<file path="config.mk">
export PLATFORM = sky130hd
export DESIGN_NAME = core_axi_burst_bridge_flat
export DESIGN_NICKNAME = d
export VERILOG_FILES = /design/src/rtl/core_axi_burst_bridge_pkg.sv /design/src/rtl/core_axi_burst_bridge_if.sv /design/src/rtl/core_axi_burst_bridge.sv /design/src/flat_wrapper.sv
export SDC_FILE = /design/constraint.sdc
export NUM_CORES = 1
export LEC_CHECK = 0
export BUFFER_PORTS_ARGS = -buffer_cell sky130_fd_sc_hd__buf_2
export CORE_AREA = 2 2 128 130
export CTS_CLUSTER_DIAMETER = 30
export DETAILED_ROUTE_END_ITERATION = 12
export DIE_AREA = 0 0 130 132
export PLACE_DENSITY = 0.71
export REMOVE_ABC_BUFFERS = 1
export SLEW_MARGIN = 20
export SYNTH_ARGS = -nofsm -noshare
export SYNTH_HDL_FRONTEND = slang
export SYNTH_SLANG_ARGS = --single-unit
</file>
<file path="constraint.sdc">
create_clock -name clk -period 1.6 [get_ports clk]
set_input_delay 0.08 -clock clk [delete_from_list [all_inputs] [get_ports clk]]
set_output_delay 0.08 -clock clk [all_outputs]
set_load 0.01 [all_outputs]
</file>
<file path="src/rtl/core_axi_burst_bridge_pkg.sv">
// Shared definitions for the Avalon-MM to AXI4 burst bridge: AXI/Avalon codes,
// FSM state type and the AXI-to-Avalon response mapping.
package core_bus_pkg;

  localparam int unsigned AXI_LEN_W = 8;

  localparam logic [1:0] AXI_BURST_INCR  = 2'b01;
  localparam logic [1:0] AXI_RESP_OKAY   = 2'b00;
  localparam logic [1:0] AXI_RESP_EXOKAY = 2'b01;
  localparam logic [1:0] AXI_RESP_SLVERR = 2'b10;
  localparam logic [1:0] AXI_RESP_DECERR = 2'b11;

  localparam logic [1:0] AV_RESP_OK     = 2'b00;
  localparam logic [1:0] AV_RESP_SLVERR = 2'b10;
  localparam logic [1:0] AV_RESP_DECERR = 2'b11;

  typedef enum logic [2:0] {
    S_IDLE,
    S_WR,
    S_WR_RESP,
    S_RD_ADDR,
    S_RD_DATA,
    S_RD_PAD
  } bridge_state_e;

  function automatic logic [1:0] resp_map(input logic [1:0] axi_resp);
    logic [1:0] av_resp;
    case (axi_resp)
      AXI_RESP_OKAY, AXI_RESP_EXOKAY: av_resp = AV_RESP_OK;
      AXI_RESP_SLVERR:                av_resp = AV_RESP_SLVERR;
      default:                        av_resp = AV_RESP_DECERR;
    endcase
    return av_resp;
  endfunction

endpackage

</file>
<file path="src/rtl/core_axi_burst_bridge_if.sv">
// Bus bundles for the bridge: the Avalon-MM burst port and the AXI4 port,
// each with master/slave modports.
interface core_avalon_if #(
  parameter int unsigned ADDR_W = 32,
  parameter int unsigned DATA_W = 32,
  parameter int unsigned BCNT_W = 8
);
  logic [ADDR_W-1:0]   addr;
  logic [BCNT_W-1:0]   burstcount;
  logic                read;
  logic                write;
  logic [DATA_W-1:0]   writedata;
  logic [DATA_W/8-1:0] byteenable;
  logic                waitrequest;
  logic [DATA_W-1:0]   readdata;
  logic                readdatavalid;
  logic                writeresponsevalid;
  logic [1:0]          response;

  modport master (
    output addr, burstcount, read, write, writedata, byteenable,
    input  waitrequest, readdata, readdatavalid, writeresponsevalid, response
  );
  modport slave (
    input  addr, burstcount, read, write, writedata, byteenable,
    output waitrequest, readdata, readdatavalid, writeresponsevalid, response
  );
endinterface

interface core_axi_if #(
  parameter int unsigned ADDR_W = 32,
  parameter int unsigned DATA_W = 32,
  parameter int unsigned ID_W   = 4
);
  logic [ID_W-1:0]     awid;
  logic [ADDR_W-1:0]   awaddr;
  logic [7:0]          awlen;
  logic [2:0]          awsize;
  logic [1:0]          awburst;
  logic                awlock;
  logic [3:0]          awcache;
  logic [2:0]          awprot;
  logic [3:0]          awqos;
  logic                awvalid;
  logic                awready;
  logic [DATA_W-1:0]   wdata;
  logic [DATA_W/8-1:0] wstrb;
  logic                wlast;
  logic                wvalid;
  logic                wready;
  logic [ID_W-1:0]     bid;
  logic [1:0]          bresp;
  logic                bvalid;
  logic                bready;
  logic [ID_W-1:0]     arid;
  logic [ADDR_W-1:0]   araddr;
  logic [7:0]          arlen;
  logic [2:0]          arsize;
  logic [1:0]          arburst;
  logic                arlock;
  logic [3:0]          arcache;
  logic [2:0]          arprot;
  logic [3:0]          arqos;
  logic                arvalid;
  logic                arready;
  logic [ID_W-1:0]     rid;
  logic [DATA_W-1:0]   rdata;
  logic [1:0]          rresp;
  logic                rlast;
  logic                rvalid;
  logic                rready;

  modport master (
    output awid, awaddr, awlen, awsize, awburst, awlock, awcache, awprot, awqos, awvalid,
    input  awready,
    output wdata, wstrb, wlast, wvalid,
    input  wready,
    input  bid, bresp, bvalid,
    output bready,
    output arid, araddr, arlen, arsize, arburst, arlock, arcache, arprot, arqos, arvalid,
    input  arready,
    input  rid, rdata, rresp, rlast, rvalid,
    output rready
  );
  modport slave (
    input  awid, awaddr, awlen, awsize, awburst, awlock, awcache, awprot, awqos, awvalid,
    output awready,
    input  wdata, wstrb, wlast, wvalid,
    output wready,
    output bid, bresp, bvalid,
    input  bready,
    input  arid, araddr, arlen, arsize, arburst, arlock, arcache, arprot, arqos, arvalid,
    output arready,
    output rid, rdata, rresp, rlast, rvalid,
    input  rready
  );
endinterface

</file>
<file path="src/rtl/core_axi_burst_bridge.sv">
// Avalon-MM burst slave to AXI4 master bridge; one transaction in flight,
// each Avalon burst becomes a single AXI INCR burst.
module core_axi_burst_bridge
  import core_bus_pkg::*;
#(
  parameter int unsigned ADDR_W = 32,
  parameter int unsigned DATA_W = 32,
  parameter int unsigned ID_W   = 4,
  parameter int unsigned AXI_ID = 0,
  parameter int unsigned BCNT_W = 8
) (
  input  logic          clk,
  input  logic          rst_n,
  core_avalon_if.slave  slv_bus,
  core_axi_if.master    mst_axi,
  output logic          err_proto,
  input  logic          err_clr
);

  localparam logic [2:0] AXSIZE = 3'($clog2(DATA_W / 8));

  bridge_state_e          state_q, state_d;
  logic [ADDR_W-1:0]      addr_q, addr_d;
  logic [AXI_LEN_W-1:0]   len_q, len_d;
  logic [AXI_LEN_W-1:0]   cnt_q, cnt_d;
  logic                   awvalid_q, awvalid_d;
  logic                   arvalid_q, arvalid_d;
  logic                   aw_done_q, aw_done_d;
  logic                   w_done_q, w_done_d;
  logic                   rdv_q, rdv_d;
  logic                   wrv_q, wrv_d;
  logic [DATA_W-1:0]      rdata_q, rdata_d;
  logic [1:0]             resp_q, resp_d;
  logic                   err_q, err_d;

  logic                   wait_c, wvalid_c, wlast_c, bready_c, rready_c;
  logic                   aw_hs, w_beat, err_set;
  logic [BCNT_W-1:0]      bcnt_m1;
  logic [AXI_LEN_W-1:0]   cmd_len;
  logic                   unused_ids;

  // burstcount 0 is treated as a single beat
  assign bcnt_m1 = (slv_bus.burstcount == '0) ? '0 : slv_bus.burstcount - BCNT_W'(1);
  assign cmd_len = AXI_LEN_W'(bcnt_m1);
  assign aw_hs   = awvalid_q && mst_axi.awready;

  always_comb begin
    state_d   = state_q;
    addr_d    = addr_q;
    len_d     = len_q;
    cnt_d     = cnt_q;
    awvalid_d = awvalid_q;
    arvalid_d = arvalid_q;
    aw_done_d = aw_done_q;
    w_done_d  = w_done_q;
    rdv_d     = 1'b0;
    wrv_d     = 1'b0;
    rdata_d   = rdata_q;
    resp_d    = resp_q;
    err_set   = 1'b0;
    wait_c    = 1'b1;
    wvalid_c  = 1'b0;
    wlast_c   = 1'b0;
    bready_c  = 1'b0;
    rready_c  = 1'b0;
    w_beat    = 1'b0;

    case (state_q)
      S_IDLE: begin
        // stray R beats left over from a short burst are swallowed here
        rready_c = 1'b1;
        if (slv_bus.write) begin
          addr_d    = slv_bus.addr;
          len_d     = cmd_len;
          cnt_d     = '0;
          awvalid_d = 1'b1;
          aw_done_d = 1'b0;
          w_done_d  = 1'b0;
          state_d   = S_WR;
        end else if (slv_bus.read) begin
          wait_c    = 1'b0;
          addr_d    = slv_bus.addr;
          len_d     = cmd_len;
          cnt_d     = '0;
          arvalid_d = 1'b1;
          state_d   = S_RD_ADDR;
        end
      end
      S_WR: begin
        wvalid_c = slv_bus.write && !w_done_q;
        wlast_c  = (cnt_q == len_q);
        wait_c   = !mst_axi.wready || w_done_q;
        w_beat   = wvalid_c && mst_axi.wready;
        if (aw_hs) begin
          awvalid_d = 1'b0;
          aw_done_d = 1'b1;
        end
        if (w_beat) begin
          if (wlast_c) w_done_d = 1'b1;
          else         cnt_d    = cnt_q + AXI_LEN_W'(1);
        end
        if ((aw_done_q || aw_hs) && (w_done_q || (w_beat && wlast_c))) state_d = S_WR_RESP;
      end
      S_WR_RESP: begin
        bready_c = 1'b1;
        if (mst_axi.bvalid) begin
          wrv_d   = 1'b1;
          resp_d  = resp_map(mst_axi.bresp);
          state_d = S_IDLE;
        end
      end
      S_RD_ADDR: begin
        if (mst_axi.arready) begin
          arvalid_d = 1'b0;
          cnt_d     = '0;
          state_d   = S_RD_DATA;
        end
      end
      S_RD_DATA: begin
        rready_c = 1'b1;
        if (mst_axi.rvalid) begin
          rdv_d   = 1'b1;
          rdata_d = mst_axi.rdata;
          resp_d  = resp_map(mst_axi.rresp);
          cnt_d   = cnt_q + AXI_LEN_W'(1);
          if (mst_axi.rlast) begin
            if (cnt_q != len_q) begin
              err_set = 1'b1;
              state_d = S_RD_PAD;
            end else begin
              state_d = S_IDLE;
            end
          end else if (cnt_q == len_q) begin
            err_set = 1'b1;
            state_d = S_IDLE;
          end
        end
      end
      S_RD_PAD: begin
        rdv_d   = 1'b1;
        rdata_d = '0;
        resp_d  = AV_RESP_DECERR;
        cnt_d   = cnt_q + AXI_LEN_W'(1);
        if (cnt_q == len_q) state_d = S_IDLE;
      end
      default: state_d = S_IDLE;
    endcase

    err_d = err_q;
    if (err_clr) err_d = 1'b0;
    if (err_set) err_d = 1'b1;
  end

  always_ff @(posedge clk or negedge rst_n) begin
    if (!rst_n) begin
      state_q   <= S_IDLE;
      addr_q    <= '0;
      len_q     <= '0;
      cnt_q     <= '0;
      awvalid_q <= 1'b0;
      arvalid_q <= 1'b0;
      aw_done_q <= 1'b0;
      w_done_q  <= 1'b0;
      rdv_q     <= 1'b0;
      wrv_q     <= 1'b0;
      rdata_q   <= '0;
      resp_q    <= AV_RESP_OK;
      err_q     <= 1'b0;
    end else begin
      state_q   <= state_d;
      addr_q    <= addr_d;
      len_q     <= len_d;
      cnt_q     <= cnt_d;
      awvalid_q <= awvalid_d;
      arvalid_q <= arvalid_d;
      aw_done_q <= aw_done_d;
      w_done_q  <= w_done_d;
      rdv_q     <= rdv_d;
      wrv_q     <= wrv_d;
      rdata_q   <= rdata_d;
      resp_q    <= resp_d;
      err_q     <= err_d;
    end
  end

  assign mst_axi.awid    = ID_W'(AXI_ID);
  assign mst_axi.awaddr  = addr_q;
  assign mst_axi.awlen   = len_q;
  assign mst_axi.awsize  = AXSIZE;
  assign mst_axi.awburst = AXI_BURST_INCR;
  assign mst_axi.awlock  = 1'b0;
  assign mst_axi.awcache = '0;
  assign mst_axi.awprot  = '0;
  assign mst_axi.awqos   = '0;
  assign mst_axi.awvalid = awvalid_q;
  assign mst_axi.wdata   = slv_bus.writedata;
  assign mst_axi.wstrb   = slv_bus.byteenable;
  assign mst_axi.wlast   = wlast_c;
  assign mst_axi.wvalid  = wvalid_c;
  assign mst_axi.bready  = bready_c;
  assign mst_axi.arid    = ID_W'(AXI_ID);
  assign mst_axi.araddr  = addr_q;
  assign mst_axi.arlen   = len_q;
  assign mst_axi.arsize  = AXSIZE;
  assign mst_axi.arburst = AXI_BURST_INCR;
  assign mst_axi.arlock  = 1'b0;
  assign mst_axi.arcache = '0;
  assign mst_axi.arprot  = '0;
  assign mst_axi.arqos   = '0;
  assign mst_axi.arvalid = arvalid_q;
  assign mst_axi.rready  = rready_c;

  assign slv_bus.waitrequest        = wait_c;
  assign slv_bus.readdata           = rdata_q;
  assign slv_bus.readdatavalid      = rdv_q;
  assign slv_bus.writeresponsevalid = wrv_q;
  assign slv_bus.response           = resp_q;
  assign err_proto                  = err_q;

  assign unused_ids = ^{mst_axi.bid, mst_axi.rid};

endmodule

</file>
<file path="src/flat_wrapper.sv">
// flat-port wrapper written by rule: the top's interface ports become plain ports
module core_axi_burst_bridge_flat import core_bus_pkg::*;
#(
  parameter int unsigned ADDR_W = 32,
  parameter int unsigned DATA_W = 32,
  parameter int unsigned ID_W   = 4,
  parameter int unsigned AXI_ID = 0,
  parameter int unsigned BCNT_W = 8
)
  (clk, rst_n, err_proto, err_clr, slv_bus_addr, slv_bus_burstcount, slv_bus_read, slv_bus_write, slv_bus_writedata, slv_bus_byteenable, slv_bus_waitrequest, slv_bus_readdata, slv_bus_readdatavalid, slv_bus_writeresponsevalid, slv_bus_response, mst_axi_awid, mst_axi_awaddr, mst_axi_awlen, mst_axi_awsize, mst_axi_awburst, mst_axi_awlock, mst_axi_awcache, mst_axi_awprot, mst_axi_awqos, mst_axi_awvalid, mst_axi_awready, mst_axi_wdata, mst_axi_wstrb, mst_axi_wlast, mst_axi_wvalid, mst_axi_wready, mst_axi_bid, mst_axi_bresp, mst_axi_bvalid, mst_axi_bready, mst_axi_arid, mst_axi_araddr, mst_axi_arlen, mst_axi_arsize, mst_axi_arburst, mst_axi_arlock, mst_axi_arcache, mst_axi_arprot, mst_axi_arqos, mst_axi_arvalid, mst_axi_arready, mst_axi_rid, mst_axi_rdata, mst_axi_rresp, mst_axi_rlast, mst_axi_rvalid, mst_axi_rready);
  core_avalon_if #(.ADDR_W(ADDR_W), .DATA_W(DATA_W), .BCNT_W(BCNT_W)) slv_bus_i ();
  core_axi_if #(.ADDR_W(ADDR_W), .DATA_W(DATA_W), .ID_W(ID_W)) mst_axi_i ();
  input  logic clk;
  input  logic rst_n;
  output logic err_proto;
  input  logic err_clr;
  input wire logic [$bits(slv_bus_i.addr)-1:0] slv_bus_addr;
  input wire logic [$bits(slv_bus_i.burstcount)-1:0] slv_bus_burstcount;
  input wire logic [$bits(slv_bus_i.read)-1:0] slv_bus_read;
  input wire logic [$bits(slv_bus_i.write)-1:0] slv_bus_write;
  input wire logic [$bits(slv_bus_i.writedata)-1:0] slv_bus_writedata;
  input wire logic [$bits(slv_bus_i.byteenable)-1:0] slv_bus_byteenable;
  output wire logic [$bits(slv_bus_i.waitrequest)-1:0] slv_bus_waitrequest;
  output wire logic [$bits(slv_bus_i.readdata)-1:0] slv_bus_readdata;
  output wire logic [$bits(slv_bus_i.readdatavalid)-1:0] slv_bus_readdatavalid;
  output wire logic [$bits(slv_bus_i.writeresponsevalid)-1:0] slv_bus_writeresponsevalid;
  output wire logic [$bits(slv_bus_i.response)-1:0] slv_bus_response;
  output wire logic [$bits(mst_axi_i.awid)-1:0] mst_axi_awid;
  output wire logic [$bits(mst_axi_i.awaddr)-1:0] mst_axi_awaddr;
  output wire logic [$bits(mst_axi_i.awlen)-1:0] mst_axi_awlen;
  output wire logic [$bits(mst_axi_i.awsize)-1:0] mst_axi_awsize;
  output wire logic [$bits(mst_axi_i.awburst)-1:0] mst_axi_awburst;
  output wire logic [$bits(mst_axi_i.awlock)-1:0] mst_axi_awlock;
  output wire logic [$bits(mst_axi_i.awcache)-1:0] mst_axi_awcache;
  output wire logic [$bits(mst_axi_i.awprot)-1:0] mst_axi_awprot;
  output wire logic [$bits(mst_axi_i.awqos)-1:0] mst_axi_awqos;
  output wire logic [$bits(mst_axi_i.awvalid)-1:0] mst_axi_awvalid;
  input wire logic [$bits(mst_axi_i.awready)-1:0] mst_axi_awready;
  output wire logic [$bits(mst_axi_i.wdata)-1:0] mst_axi_wdata;
  output wire logic [$bits(mst_axi_i.wstrb)-1:0] mst_axi_wstrb;
  output wire logic [$bits(mst_axi_i.wlast)-1:0] mst_axi_wlast;
  output wire logic [$bits(mst_axi_i.wvalid)-1:0] mst_axi_wvalid;
  input wire logic [$bits(mst_axi_i.wready)-1:0] mst_axi_wready;
  input wire logic [$bits(mst_axi_i.bid)-1:0] mst_axi_bid;
  input wire logic [$bits(mst_axi_i.bresp)-1:0] mst_axi_bresp;
  input wire logic [$bits(mst_axi_i.bvalid)-1:0] mst_axi_bvalid;
  output wire logic [$bits(mst_axi_i.bready)-1:0] mst_axi_bready;
  output wire logic [$bits(mst_axi_i.arid)-1:0] mst_axi_arid;
  output wire logic [$bits(mst_axi_i.araddr)-1:0] mst_axi_araddr;
  output wire logic [$bits(mst_axi_i.arlen)-1:0] mst_axi_arlen;
  output wire logic [$bits(mst_axi_i.arsize)-1:0] mst_axi_arsize;
  output wire logic [$bits(mst_axi_i.arburst)-1:0] mst_axi_arburst;
  output wire logic [$bits(mst_axi_i.arlock)-1:0] mst_axi_arlock;
  output wire logic [$bits(mst_axi_i.arcache)-1:0] mst_axi_arcache;
  output wire logic [$bits(mst_axi_i.arprot)-1:0] mst_axi_arprot;
  output wire logic [$bits(mst_axi_i.arqos)-1:0] mst_axi_arqos;
  output wire logic [$bits(mst_axi_i.arvalid)-1:0] mst_axi_arvalid;
  input wire logic [$bits(mst_axi_i.arready)-1:0] mst_axi_arready;
  input wire logic [$bits(mst_axi_i.rid)-1:0] mst_axi_rid;
  input wire logic [$bits(mst_axi_i.rdata)-1:0] mst_axi_rdata;
  input wire logic [$bits(mst_axi_i.rresp)-1:0] mst_axi_rresp;
  input wire logic [$bits(mst_axi_i.rlast)-1:0] mst_axi_rlast;
  input wire logic [$bits(mst_axi_i.rvalid)-1:0] mst_axi_rvalid;
  output wire logic [$bits(mst_axi_i.rready)-1:0] mst_axi_rready;
  assign slv_bus_i.addr = slv_bus_addr;
  assign slv_bus_i.burstcount = slv_bus_burstcount;
  assign slv_bus_i.read = slv_bus_read;
  assign slv_bus_i.write = slv_bus_write;
  assign slv_bus_i.writedata = slv_bus_writedata;
  assign slv_bus_i.byteenable = slv_bus_byteenable;
  assign slv_bus_waitrequest = slv_bus_i.waitrequest;
  assign slv_bus_readdata = slv_bus_i.readdata;
  assign slv_bus_readdatavalid = slv_bus_i.readdatavalid;
  assign slv_bus_writeresponsevalid = slv_bus_i.writeresponsevalid;
  assign slv_bus_response = slv_bus_i.response;
  assign mst_axi_awid = mst_axi_i.awid;
  assign mst_axi_awaddr = mst_axi_i.awaddr;
  assign mst_axi_awlen = mst_axi_i.awlen;
  assign mst_axi_awsize = mst_axi_i.awsize;
  assign mst_axi_awburst = mst_axi_i.awburst;
  assign mst_axi_awlock = mst_axi_i.awlock;
  assign mst_axi_awcache = mst_axi_i.awcache;
  assign mst_axi_awprot = mst_axi_i.awprot;
  assign mst_axi_awqos = mst_axi_i.awqos;
  assign mst_axi_awvalid = mst_axi_i.awvalid;
  assign mst_axi_i.awready = mst_axi_awready;
  assign mst_axi_wdata = mst_axi_i.wdata;
  assign mst_axi_wstrb = mst_axi_i.wstrb;
  assign mst_axi_wlast = mst_axi_i.wlast;
  assign mst_axi_wvalid = mst_axi_i.wvalid;
  assign mst_axi_i.wready = mst_axi_wready;
  assign mst_axi_i.bid = mst_axi_bid;
  assign mst_axi_i.bresp = mst_axi_bresp;
  assign mst_axi_i.bvalid = mst_axi_bvalid;
  assign mst_axi_bready = mst_axi_i.bready;
  assign mst_axi_arid = mst_axi_i.arid;
  assign mst_axi_araddr = mst_axi_i.araddr;
  assign mst_axi_arlen = mst_axi_i.arlen;
  assign mst_axi_arsize = mst_axi_i.arsize;
  assign mst_axi_arburst = mst_axi_i.arburst;
  assign mst_axi_arlock = mst_axi_i.arlock;
  assign mst_axi_arcache = mst_axi_i.arcache;
  assign mst_axi_arprot = mst_axi_i.arprot;
  assign mst_axi_arqos = mst_axi_i.arqos;
  assign mst_axi_arvalid = mst_axi_i.arvalid;
  assign mst_axi_i.arready = mst_axi_arready;
  assign mst_axi_i.rid = mst_axi_rid;
  assign mst_axi_i.rdata = mst_axi_rdata;
  assign mst_axi_i.rresp = mst_axi_rresp;
  assign mst_axi_i.rlast = mst_axi_rlast;
  assign mst_axi_i.rvalid = mst_axi_rvalid;
  assign mst_axi_rready = mst_axi_i.rready;
  core_axi_burst_bridge #(.ADDR_W(ADDR_W), .DATA_W(DATA_W), .ID_W(ID_W), .AXI_ID(AXI_ID), .BCNT_W(BCNT_W)) u_core (.clk(clk), .rst_n(rst_n), .slv_bus(slv_bus_i), .mst_axi(mst_axi_i), .err_proto(err_proto), .err_clr(err_clr));
endmodule
</file>
---- Word level (Yosys, flattened, before mapping) ----
Index checks and enable logic that the tools add are counted.
storage, ports and cells
  input bits .............................. 131
  output and inout bits ................... 202
  memory bits (writable) .................. 0
  memories ................................ 0
  memory bits (read-only) ................. 0
  register bits after elaboration ......... 92
  latch bits .............................. 0
cells by class
  shifts and indexed selects .............. 0
  add/sub/neg operators ................... 2
  muxes and demuxes ....................... 60
  magnitude comparators ................... 0
  bitwise operators ....................... 0
  div/mod/pow operators ................... 0
  reductions and logical operators ........ 32
  multiply operators ...................... 0
  equal/unequal tests ..................... 23
operator list
  operator             count
  $mux 32              3
  $mux 8               9
  $pmux 32 s2          1
  $pmux 8 s5           1
  $mux 3               9
  $mux 1               25
  $pmux 3 s6           1
  $ne 2x2->1 const B   7
  $pmux 1 s2           6
  $reduce_bool 2->1    5
  $add 8x1->8 const B  1
  $eq 8x8->1           1
  $logic_not 8->1      1
  $ne 2x1->1 const B   4
  $ne 8x8->1           1
  $pmux 2 s2           2
  $reduce_and 4->1     2
  $sub 8x1->8 const B  1
  $eq 3x2->1 const B   2
  $eq 3x3->1 const B   2
  $pmux 2 s3           1
  $reduce_and 3->1     2
  $reduce_and 6->1     1
  $reduce_or 2->1      3
  14 further kinds     26

---- Longest topological paths before layout ----
  word-level depth ........................ 8
  mapped depth ............................ 7
  gate-level depth less buffers ........... 6

---- Least setup slack after synthesis ----
No wires, ideal clock.
  kind .................................... reg-to-reg
  start point ............................. reg u_core.len_q[6] (netlist: u_core.mst_axi.arlen[6])
  end point ............................... reg u_core.cnt_q[2]
  period minus slack after synthesis ...... 1.691 ns
  data required time ...................... 1.479 ns
  stages on the path, launching flop included .. 6
  setup slack ............................. -0.091 ns
  data arrival time ....................... 1.571 ns
  buffers on the path ..................... 0
  cell sequence ........................... dfrtp_1 xor2_1 nor4_4 nand2_2 a21o_1 a22o_1
between the ends
  longest elaborated chain between the ends .. 3
ends and longest elaborated chain
  item                        line                          RTL
  start, declared             core_axi_burst_bridge.sv:24   logic [AXI_LEN_W-1:0] len_q, len_d;
  start signal, assigned      core_axi_burst_bridge.sv:172  len_q <= len_d;
  $eq 8x8->1                  core_axi_burst_bridge.sv:91   wlast_c = (cnt_q == len_q);
  $ne 2x2->1 (no line)        -
  $reduce_and 6->1 (no line)  -
  end signal, assigned        core_axi_burst_bridge.sv:173  cnt_q <= cnt_d;
  end, declared               core_axi_burst_bridge.sv:25   logic [AXI_LEN_W-1:0] cnt_q, cnt_d;
No other way between the ends.
A chain may end at the register's enable or synchronous reset.

---- Worst setup path after layout ----
  start point ............................. reg u_core.cnt_q[5]
  end point ............................... out mst_axi_wlast
between the ends
  longest elaborated chain between the ends .. 2
ends and longest elaborated chain
  item           line                         RTL
  $eq 8x8->1     core_axi_burst_bridge.sv:91
  $mux 1         core_axi_burst_bridge.sv:68  case (state_q)
  end, declared  flat_wrapper.sv:41           output wire logic [$bits(mst_axi_i.wlast)-1:0] mst_axi_wlast;
No other way between the ends.

==> impl_results.md <==
* Number of cells on the worst hold path at 3
* Startpoint type of the worst setup path: flip-flop
* Min Tclk post-route at 1.85 ns
* Vias in the first global route at 4,475
* Die width at 130 µm
* Clock transition time at the flip-flop clock pins of the worst setup and hold paths at 0.06 ns
* Final setup violation count at 11
* Highest-count cells in the layout ignoring fill and taps: buf_2, nand2_1, dfrtp_1, dlygate4sd3_1, buf_4
* Largest voltage drop on the vdd net at 0.000913 V
* GRT Resource Usage Total at 0.186
* Max-slew violation count at 0
* First-pass GRT wire length at 24.3 mm
* Max frequency at 541 MHz
* Count of vias placed by the detailed router at 4,452
* Total cell area at the placement stage at 5820 µm²
* Sum of net half-perimeters after detailed placement at 11.4 mm
* Post-synthesis sequential area ratio at 0.467
* Class of the most critical hold timing path: input pin to flip-flop
* Detailed Route Iter0 Violations at 187
* IO buf count at 210
* Yosys warns at 0
* Critical Setup Path Class: flip-flop to output port
* Total number of placement rows at 46
* Tightest slew margin relative to the limit at 0.622
* Initial standard-cell utilization of the core at 0.314
* Number of top-level pins at 333
* Crit path arrival time at 1.77 ns
* Data required, critical path at 1.52 ns
* Placement-stage worst setup slack at -0.127 ns
* Min setup slack post-route at -0.248 ns
* Number of antenna diodes at 0
* Number of buffers created by CTS at 9
* Die Area at 17,200 µm²
* Leak at 3.84 nW
* Mean Syn Cell Area at 9.44 µm²
* Area taken by multi-input logic gates at 1920 µm²
* Fin area at 7140 µm²
* Combined flip-flop and latch cell area at 2300 µm²
* Post-detailed-routing wire length at 16.3 mm
* Violated checks: setup timing
* CTS root buffer: clkbuf_16
* Hold Worst Slack at 0.0294 ns
* Setup repair after global routing missed its margin: yes
* Max-cap violation count at 0
* Register bit total from synthesis at 92
* DIE HEIGHT at 132 µm
* Count of different cell masters after synthesis at 49
* H-tree levels at 3
* Clock tree from TritonCTS: yes
* Instance count of the mapped netlist at 522
* Number of endpoints with negative hold slack in the final report at 0
* Final-stage net count at 901
* DRC violation count after routing at 0
* Clock latency at the later pin of the worst-skew pair at 0.34 ns
* Period utilisation layout at 1.16
* Post-synthesis cell area at 4930 µm²
* WL/cell at 16.5 µm
* Crit Path Max Fanout at 2
* Worst-Margin Slew at 0.565 ns
* Maximum number of pins on one net before global-route repair at 38
* Most common cell after layout, fill and taps aside: buf_2
* Ratio of cells with drive above 1 in the final layout at 0.408
* Status: finished, violations left
* Via density per instance at 4.50
* Type of element capturing the critical path: output port
* Number of sinks handled by clock tree synthesis at 92
* Placeable core area at 15,700 µm²
* Max Root-Sink Buffers at 2
* Worst clock skew at 0.00505 ns
* RePlAce Congestion at 0.892
* Filler Cell Count at 1,427
* Worst reg2reg path depth at 6
* Cell Pwr Density at 1820 nW/µm²
* Syn-to-layout area delta at 44.7%
* Drt pass-1 iters at 4
* Count of nets left with antenna violations after detail routing at 0
* Remaining global-route overflow at 0
* Antenna violations before repair at 0
## where the power goes
part	leakage [nW]	internal [mW]	switching, mW	total (mW)
clock	0.162	1.50	0.892	2.39
sequential	1.19	3.28	0.745	4.03
combinational	2.49	3.07	3.48	6.54
## per-layer routing
layer  track usage  vias to the layer above  routed length [µm]
li1              -                     2072                   -
met1         0.219                     2089                6440
met2         0.289                      268                7510
met3         0.102                       21                2040
met4        0.0526                        2                 233
met5        0.0294                        -                  53
## through the flow
stage               cells   util  power, mW  TNS, ns
floorplan             424      -       6.86   -31.50
global placement      892  0.370       9.69   -0.991
detailed placement    892  0.370       9.76    -1.24
CTS                   983  0.444       12.7    -1.75
global route          989  0.454       13.9    -2.83
finish                989  0.454       13.0    -1.91
## cell families (layout without fill, tap and decap cells)
logic type / count (synthesis) / count (layout) / synth area share
other: 2 / 42 / 0.00152
xor gates and xnor gates: 12 / 12 / 0.0228
and+or+nand+nor: 168 / 168 / 0.150
buffers and inverters: 148 / 359 / 0.206
AOI/OAI and AO/OA: 95 / 95 / 0.141
DFF: 92 / 92 / 0.467
adders and majority gates: 2 / 2 / 0.00508
muxes: 3 / 3 / 0.00609
## layout make-up
| class | instances | share of cell area |
|---|---|---|
| Timing Repair Buffer | 333 | 0.317 |
| Sequential cell | 92 | 0.323 |
| Clock buffer | 13 | 0.0379 |
| Clock inverter | 3 | 0.00947 |
| Multi-Input combinational cell | 322 | 0.270 |
| Tap cell | 216 | 0.0379 |
| Inverter | 10 | 0.00526 |
## Yosys cell counts (all sizes together)
| library cell | n | area share |
|---|---|---|
| o21bai | 1 | 0.0015 |
| a2bb2oi | 1 | 0.0018 |
| a21o | 2 | 0.0030 |
| a2111oi | 1 | 0.0056 |
| ha | 2 | 0.0051 |
| a21oi | 15 | 0.015 |
| a32oi | 3 | 0.0053 |
| nand3 | 11 | 0.011 |
| nor2b | 1 | 0.0013 |
| dfrtp | 92 | 0.47 |
| o211ai | 1 | 0.0015 |
| o2bb2ai | 1 | 0.0018 |
| nand2b | 2 | 0.0025 |
| buf | 130 | 0.19 |
| inv | 10 | 0.0076 |
| or2 | 1 | 0.0013 |
| mux2i | 3 | 0.0061 |
| nand3b | 1 | 0.0015 |
| and2b | 1 | 0.0015 |
| a22oi | 2 | 0.0030 |
| or3 | 1 | 0.0013 |
| a211oi | 1 | 0.0015 |
| nor4 | 4 | 0.011 |
| xor2 | 9 | 0.018 |
| and3 | 3 | 0.0038 |
| o21ai | 22 | 0.023 |
| nand2 | 113 | 0.087 |
| conb | 2 | 0.0015 |
| nor2 | 24 | 0.018 |
| o31ai | 2 | 0.0030 |
| clkbuf | 8 | 0.0061 |
| a22o | 37 | 0.066 |
| o22a | 1 | 0.0018 |
| a31oi | 3 | 0.0038 |
| o21a | 2 | 0.0033 |
| nor3b | 3 | 0.0056 |
| xnor2 | 3 | 0.0053 |
| nor3 | 2 | 0.0030 |
| and2 | 1 | 0.0013 |
## worst max-delay path: stages (launching register included)
cell and delay, ns:
dfrtp_1 0.41, xor2_2 0.20, nor4_4 0.35, nand2_2 0.14
buf_6 0.14, nor2_2 0.06, buf_2 0.13
## final timing paths
path                                           start                     endpoint  slack, ns
min in group asynchronous                      rst_n   u_core.slv_bus.readdata[2]       0.21
hold reg to reg            u_core.mst_axi.araddr[23]    u_core.mst_axi.araddr[23]       0.50
setup / recovery                     u_core.cnt_q[5]                mst_axi_wlast      -0.25
setup reg to reg                     u_core.cnt_q[5]              u_core.cnt_q[1]      -0.24
max in group asynchronous                      rst_n  u_core.slv_bus.readdata[28]       0.87
hold / removal                      mst_axi_bresp[1]   u_core.slv_bus.response[1]       0.03
## flip-flops by register name, summed over array words and instances (netlist names), 2 cells and up
register,flops
u_core.slv_bus.readdata,32
u_core.cnt_q,8
u_core.mst_axi.arlen,8
u_core.mst_axi.araddr,32
u_core.slv_bus.response,2
u_core.state_q,3
## repair_timing
| item | CTS | global route |
|---|---|---|
| cloned | 0 | 1 |
| pin swaps | 13 | 12 |
| hold endpoints to repair | 118 | 0 |
| gates resized for setup | 19 | 19 |
| setup endpoints to repair | 19 | 77 |
| hold buffers | 67 | 0 |
| buffers inserted | 8 | 5 |
Power figures use the tool's default switching activity.
